### src/rtl/pc_pkg.sv
// Shared encodings for the PC/branch unit: instruction kinds, branch funct3 codes, FSM states.
package pc_pkg;

  localparam logic [1:0] KIND_SEQ  = 2'b00;
  localparam logic [1:0] KIND_BR   = 2'b01;
  localparam logic [1:0] KIND_JAL  = 2'b10;
  localparam logic [1:0] KIND_JALR = 2'b11;

  localparam logic [2:0] F3_BEQ  = 3'b000;
  localparam logic [2:0] F3_BNE  = 3'b001;
  localparam logic [2:0] F3_BLT  = 3'b100;
  localparam logic [2:0] F3_BGE  = 3'b101;
  localparam logic [2:0] F3_BLTU = 3'b110;
  localparam logic [2:0] F3_BGEU = 3'b111;

  typedef enum logic {ST_RUN, ST_TRAP} state_t;

  // Instruction fetch requires word alignment.
  function automatic logic misaligned(input logic [1:0] lsb);
    return lsb != 2'b00;
  endfunction

endpackage

### src/rtl/pc_branch_unit_branch_cond.sv
// Branch condition evaluator: maps funct3 and ALU compare flags (from rs1 - rs2) to taken/not-taken.
module branch_cond
  import pc_pkg::*;
(
  input  logic [2:0] funct_three,
  input  logic       z,
  input  logic       n,
  input  logic       c,
  input  logic       v,
  output logic       cond
);

  always_comb begin
    cond = 1'b0;
    case (funct_three)
      F3_BEQ:  cond = z;
      F3_BNE:  cond = ~z;
      F3_BLT:  cond = n ^ v;
      F3_BGE:  cond = ~(n ^ v);
      F3_BLTU: cond = ~c;   // c=1 means no borrow, i.e. rs1 >= rs2 unsigned
      F3_BGEU: cond = c;
      default: cond = 1'b0;
    endcase
  end

endmodule

### src/rtl/pc_branch_unit.sv
// Architectural PC register with branch/jump resolution, stall, and misaligned-target trap.
// Define PCBRANCH_STATS_EN to add saturating taken/not-taken counters for conditional branches.
module pc_branch_unit
  import pc_pkg::*;
#(
  parameter int          XLEN         = 32,
  parameter logic [31:0] RESET_VECTOR = 32'h0000_0000,
  parameter logic [31:0] TRAP_VECTOR  = 32'h0000_0100,
  parameter int          CNT_W        = 16
) (
  input  logic            CLK,
  input  logic            RST,
  input  logic            VALID,
  input  logic            STALL,
  input  logic [1:0]      KIND,
  input  logic [2:0]      FUNCT_THREE,
  input  logic [XLEN-1:0] OFFSET,
  input  logic [XLEN-1:0] RS1,
  input  logic            Z,
  input  logic            N,
  input  logic            C,
  input  logic            V,
  output logic [XLEN-1:0] PC,
  output logic [XLEN-1:0] NEXTPC,
  output logic [XLEN-1:0] LINK,
  output logic            TAKEN,
  output logic            TRAP,
  output logic [XLEN-1:0] EPC
`ifdef PCBRANCH_STATS_EN
  ,
  output logic [CNT_W-1:0] BR_TAKEN_CNT,
  output logic [CNT_W-1:0] BR_NTAKEN_CNT
`endif
);

  state_t            state_reg;
  logic [XLEN-1:0]   pc_reg;
  logic [XLEN-1:0]   epc_reg;
  logic              taken_reg;
  logic              trap_reg;

  logic              cond;
  logic [XLEN-1:0]   seq_pc;
  logic [XLEN-1:0]   rel_pc;
  logic [XLEN-1:0]   jalr_sum;
  logic [XLEN-1:0]   target;
  logic              jump;
  logic              mis;
  logic              accept;

  branch_cond u_branch_cond (
    .funct_three (FUNCT_THREE),
    .z           (Z),
    .n           (N),
    .c           (C),
    .v           (V),
    .cond        (cond)
  );

  assign seq_pc   = pc_reg + XLEN'(4);
  assign rel_pc   = pc_reg + OFFSET;
  assign jalr_sum = RS1 + OFFSET;

  always_comb begin
    target = seq_pc;
    jump   = 1'b0;
    case (KIND)
      KIND_BR: begin
        if (cond) begin
          target = rel_pc;
          jump   = 1'b1;
        end
      end
      KIND_JAL: begin
        target = rel_pc;
        jump   = 1'b1;
      end
      KIND_JALR: begin
        target = jalr_sum & {{(XLEN-1){1'b1}}, 1'b0};
        jump   = 1'b1;
      end
      default: ;
    endcase
  end

  assign mis    = misaligned(target[1:0]);
  assign accept = VALID & ~STALL & (state_reg == ST_RUN);

  always_comb begin
    NEXTPC = pc_reg;
    if (state_reg == ST_TRAP)
      NEXTPC = TRAP_VECTOR[XLEN-1:0];
    else if (accept && !mis)
      NEXTPC = target;
  end

  always_ff @(posedge CLK) begin
    if (RST) begin
      state_reg <= ST_RUN;
      pc_reg    <= RESET_VECTOR[XLEN-1:0];
      epc_reg   <= '0;
      taken_reg <= 1'b0;
      trap_reg  <= 1'b0;
    end else begin
      taken_reg <= 1'b0;
      trap_reg  <= 1'b0;
      case (state_reg)
        ST_TRAP: begin
          // Single-cycle trap: redirect regardless of VALID/STALL.
          pc_reg    <= TRAP_VECTOR[XLEN-1:0];
          state_reg <= ST_RUN;
        end
        default: begin
          if (accept) begin
            if (mis) begin
              epc_reg   <= pc_reg;
              state_reg <= ST_TRAP;
              trap_reg  <= 1'b1;
            end else begin
              pc_reg    <= target;
              taken_reg <= jump;
            end
          end
        end
      endcase
    end
  end

`ifdef PCBRANCH_STATS_EN
  logic [CNT_W-1:0] br_taken_cnt_reg;
  logic [CNT_W-1:0] br_ntaken_cnt_reg;

  // A trapping conditional branch still resolved as taken, so it counts as taken.
  always_ff @(posedge CLK) begin
    if (RST) begin
      br_taken_cnt_reg  <= '0;
      br_ntaken_cnt_reg <= '0;
    end else if (accept && KIND == KIND_BR) begin
      if (cond) begin
        if (~&br_taken_cnt_reg)
          br_taken_cnt_reg <= br_taken_cnt_reg + CNT_W'(1);
      end else begin
        if (~&br_ntaken_cnt_reg)
          br_ntaken_cnt_reg <= br_ntaken_cnt_reg + CNT_W'(1);
      end
    end
  end

  assign BR_TAKEN_CNT  = br_taken_cnt_reg;
  assign BR_NTAKEN_CNT = br_ntaken_cnt_reg;
`endif

  assign PC    = pc_reg;
  assign LINK  = pc_reg + XLEN'(4);
  assign TAKEN = taken_reg;
  assign TRAP  = trap_reg;
  assign EPC   = epc_reg;

endmodule
### config.mk
export PLATFORM = sky130hd
export DESIGN_NAME = pc_branch_unit
export DESIGN_NICKNAME = d
export VERILOG_FILES = /design/src/rtl/pc_pkg.sv /design/src/rtl/pc_branch_unit_branch_cond.sv /design/src/rtl/pc_branch_unit.sv
export SDC_FILE = /design/constraint.sdc
export NUM_CORES = 1
export LEC_CHECK = 0
export CAP_MARGIN = 20
export CORE_UTILIZATION = 24
export CTS_CLUSTER_DIAMETER = 50
export DETAILED_ROUTE_END_ITERATION = 7
export SLEW_MARGIN = 20
export SYNTH_ARGS = -nofsm -noshare
export SYNTH_HDL_FRONTEND = slang
export SYNTH_SLANG_ARGS = --single-unit
### constraint.sdc
create_clock -name CLK -period 5.3 [get_ports CLK]
set_clock_uncertainty 0.1 [all_clocks]
set_input_delay 1.06 -clock CLK [delete_from_list [all_inputs] [get_ports CLK]]
set_output_delay 1.06 -clock CLK [all_outputs]
set_load 0.05 [all_outputs]
==> results.py <==
metrics = {
    "critical_path": {
        "critPathKind": "in -> out",
        "crit_path_max_fanout": 3,
        "rr_endpoint": "PC[28]$_SDFFE_PP0N_",
        "rr_startpoint": "PC[5]$_SDFFE_PP0N_",
        "startpoint_type": "input pin",
        "end_kind": "output pin",
        "rrSetupSlack_ps": 2050,
        "cp.arrival_ps": 4030,
        "cp.required_ps": 4140,
        "ff2ff_path_depth": 12,
        "setup.worst_path.start": "RS1[0]",
    },
    "die": {
        "dieArea_um2": 30700,
        "die_w_um": 175,
        "ios": 207,
        "initial_core_util_pct": 24.7,
        "die_h_um": 175,
        "fp-row-count": 62,
        "core_um2": 29100,
    },
    "clock_tree": {
        "hold_buffers": 0,
        "worstSkewPairLatency_ps": 330,
        "clock_tree.root_cell": "clkbuf_16",
        "clkTransAtPathRegs_ps": 60,
        "cts.sink_count": 66,
        "clockBufferDepth": 2,
        "htreeDepth": 3,
        "cts_buffers": 9,
        "cts_tree": "yes",
    },
    "grt": {
        "grt_remaining_overflow": 0,
        "grt_max_degree": 50,
        "grt_antenna_before_repair": 0,
        "grt_pass1_vias": 7995,
        "grt_pass1_wl_mm": 47.4,
        "grtUsageTotal_pct": 20.1,
    },
    "pwr": {
        "peakVddDrop_v": 0.000195,
        "finalPower_w": 0.00246,
        "p_leak_nw": 4.70,
        "p_per_area_nw_per_um2": 212,
    },
    "yosys": {
        "synth_fp_nets": 1068,
        "ys.flop_type": "dfxtp_1",
        "synth_top_cell_by_area": "dfxtp_1",
        "synth.most_common_cell": "nor2_1",
        "synthCells": 927,
        "syn_area_per_cell_um2": 7.76,
        "synth_edf_count": 0,
        "ys_seq_elements": 66,
        "seq_area_frac_synth_pct": 18.4,
        "synthTopCellsByArea": "dfxtp_1 18%, ha_1 11%, xnor2_1 6.2%",
        "netlist_top_cells_count": "106 x nor2_1, 85 x a21oi_1, 81 x nand2_1, 66 x dfxtp_1, 62 x ha_1",
        "async_flop_share_pct": 0,
        "yosys.area.top_type_share_pct": 18.4,
        "synthDistinctLibCells": 89,
        "yosysWarnings": 0,
        "netlist_area_um2": 7190,
    },
    "sta": {
        "drv_slew": 0,
        "fin_hold_ws_ps": 388,
        "final.setup.tns_ps": 0,
        "rsz0062_at_grt": "no",
        "hold_viol": 0,
        "finalCriticalPeriod_ps": 5190,
        "period_share_pct": 97.9,
        "setup_viol": 0,
        "slew_headroom_pct": 37.6,
        "max_freq_mhz": 193,
        "tightest_slew_ps": 936,
    },
    "layout": {
        "layout.nets": 1383,
        "stdcell_count": 1631,
        "fill_cells": 2960,
        "drive_gt1_share_pct": 23.4,
        "insertedDiodeCount": 0,
        "area_delta_synth_final_pct": 61.1,
        "post-route-util_pct": 39.8,
    },
    "place": {
        "dp.final_hpwl_mm": 25.9,
        "place.gp.congestion": 0.916,
        "port-buffer-count": 206,
        "dp.cells": 1609,
    },
    "route": {
        "drtIter0Drc": 649,
        "dr.pass1.iters": 5,
        "antenna_left": 0,
        "drt_wl_total_mm": 31.6,
        "vias": 8301,
        "avgRoutedWirePerCell_um": 19.3,
        "vias_per_cell": 5.09,
        "drc": 0,
    },
    "worst_hold_path": {
        "min_to": "EPC[30]$_SDFFE_PP0P_",
        "hold_path_depth": 2,
        "hp-class": "reg -> reg",
        "worst_hold_startpoint": "EPC[30]$_SDFFE_PP0P_",
    },
    "run": {
        "maxCapViolCount": 0,
    },
    "run_status": {
        "status": "finished, final reports clean",
    },
}
[repair_timing]
action	4_1_cts	5_1_grt
buffers inserted	3	4
pin swaps	25	28
gates resized for setup	56	48
setup endpoints to repair	23	16
[layout by cell type (no fill, tap or decap), types with 5 or more instances in the layout]
cell type,netlist,layout
a211oi_1,9,5
a21o_1,28,28
a21oi_1,85,74
a21oi_2,2,12
a221oi_1,8,5
a221oi_2,3,6
a31oi_1,7,7
and2_1,12,10
and3_1,15,15
buf_12,1,31
buf_4,9,144
clkbuf_16,0,9
clkdlybuf4s50_1,0,153
dfxtp_1,66,66
dlygate4sd2_1,0,10
dlymetal6s2s_1,0,7
ha_1,62,48
ha_4,0,12
inv_1,14,14
mux2i_1,40,40
nand2_1,81,81
nand2b_1,8,8
nand3_1,23,22
nand4_1,18,18
nor2_1,106,104
nor2b_1,14,14
nor3_1,24,17
nor3_2,0,5
o211ai_1,9,9
o21a_1,10,10
o21ai_0,34,28
o21ai_1,6,8
o21bai_1,9,9
o221ai_1,8,8
or2_2,5,5
xnor2_1,51,51
xor2_1,27,26
[power by group]
group / leakage, nW / total [W] / switching, W / internal, W
Sequential: 0.536 / 0.000561 / 0.0000455 / 0.000515
Clock: 0.124 / 0.000554 / 0.000235 / 0.000318
Combinational: 4.04 / 0.00134 / 0.000768 / 0.000574
[cells by family (layout without fill, tap and decap cells)]
| group | Yosys count | count (layout) | share of synthesized area [%] |
|---|---|---|---|
| buffers and inverters | 62 | 382 | 4.25 |
| xor gates and xnor gates | 79 | 79 | 9.83 |
| and+or+nand+nor | 333 | 333 | 22.3 |
| DFF | 66 | 66 | 18.4 |
| adders and majority gates | 64 | 64 | 11.3 |
| AOI/OAI and AO/OA | 278 | 278 | 27.5 |
| muxes | 45 | 45 | 6.35 |
[metrics by stage]
stage | instance area [um2] | setup slack [ps]
finish | 11600 | 111
global route | 11600 | 3.83
CTS | 11300 | 3.44
detailed placement | 10900 | -465
global placement | 10900 | -387
floorplan | 7220 | 2.22
[worst max-delay path by stage]
stage | end | slack (ps)
2_1_floorplan | NEXTPC[23] | 2
4_1_cts | NEXTPC[26] | 3
3_3_place_gp | NEXTPC[30] | -390
6_report | NEXTPC[18] | 110
5_1_grt | NEXTPC[29] | 4
3_5_place_dp | NEXTPC[30] | -460
[flip-flops by register name, indices dropped and copies added, names as in the netlist]
name / count
PC: 32
TRAP: 1
EPC: 32
TAKEN: 1
[critical path: stages]
cell	delay, ps
dlygate4sd2_1	240
and2_4	130
fa_2	340
a21o_1	210
a311o_1	360
a221oi_2	320
o21ai_2	120
buf_4	150
a21oi_2	120
xor2_1	260
o21ai_0	110
a31oi_1	210
buf_4	180
nor3_4	50
buf_12	160
[layout make-up]
cell class              count  area [um2]  area share (%)
clock buffers               9         225            1.95
clock inverters             7        52.6           0.454
inverters                  14        52.6           0.454
multi-input cells         799        5980            51.7
flip-flops and latches     66        1320            11.4
well taps                 384         480            4.15
repair buffers            352        3460            29.9
[routing by layer]
| metal | part of all wire [%] | up-vias | track usage, % |
|---|---|---|---|
| li1 | - | 4070 | - |
| met1 | 49 | 3921 | 29.1 |
| met2 | 43 | 275 | 30.2 |
| met3 | 5.8 | 35 | 3.35 |
| met4 | 2.1 | 0 | 5.65 |
| met5 | 0 | - | 0 |
Note: power is estimated with default switching activity, not from simulation.
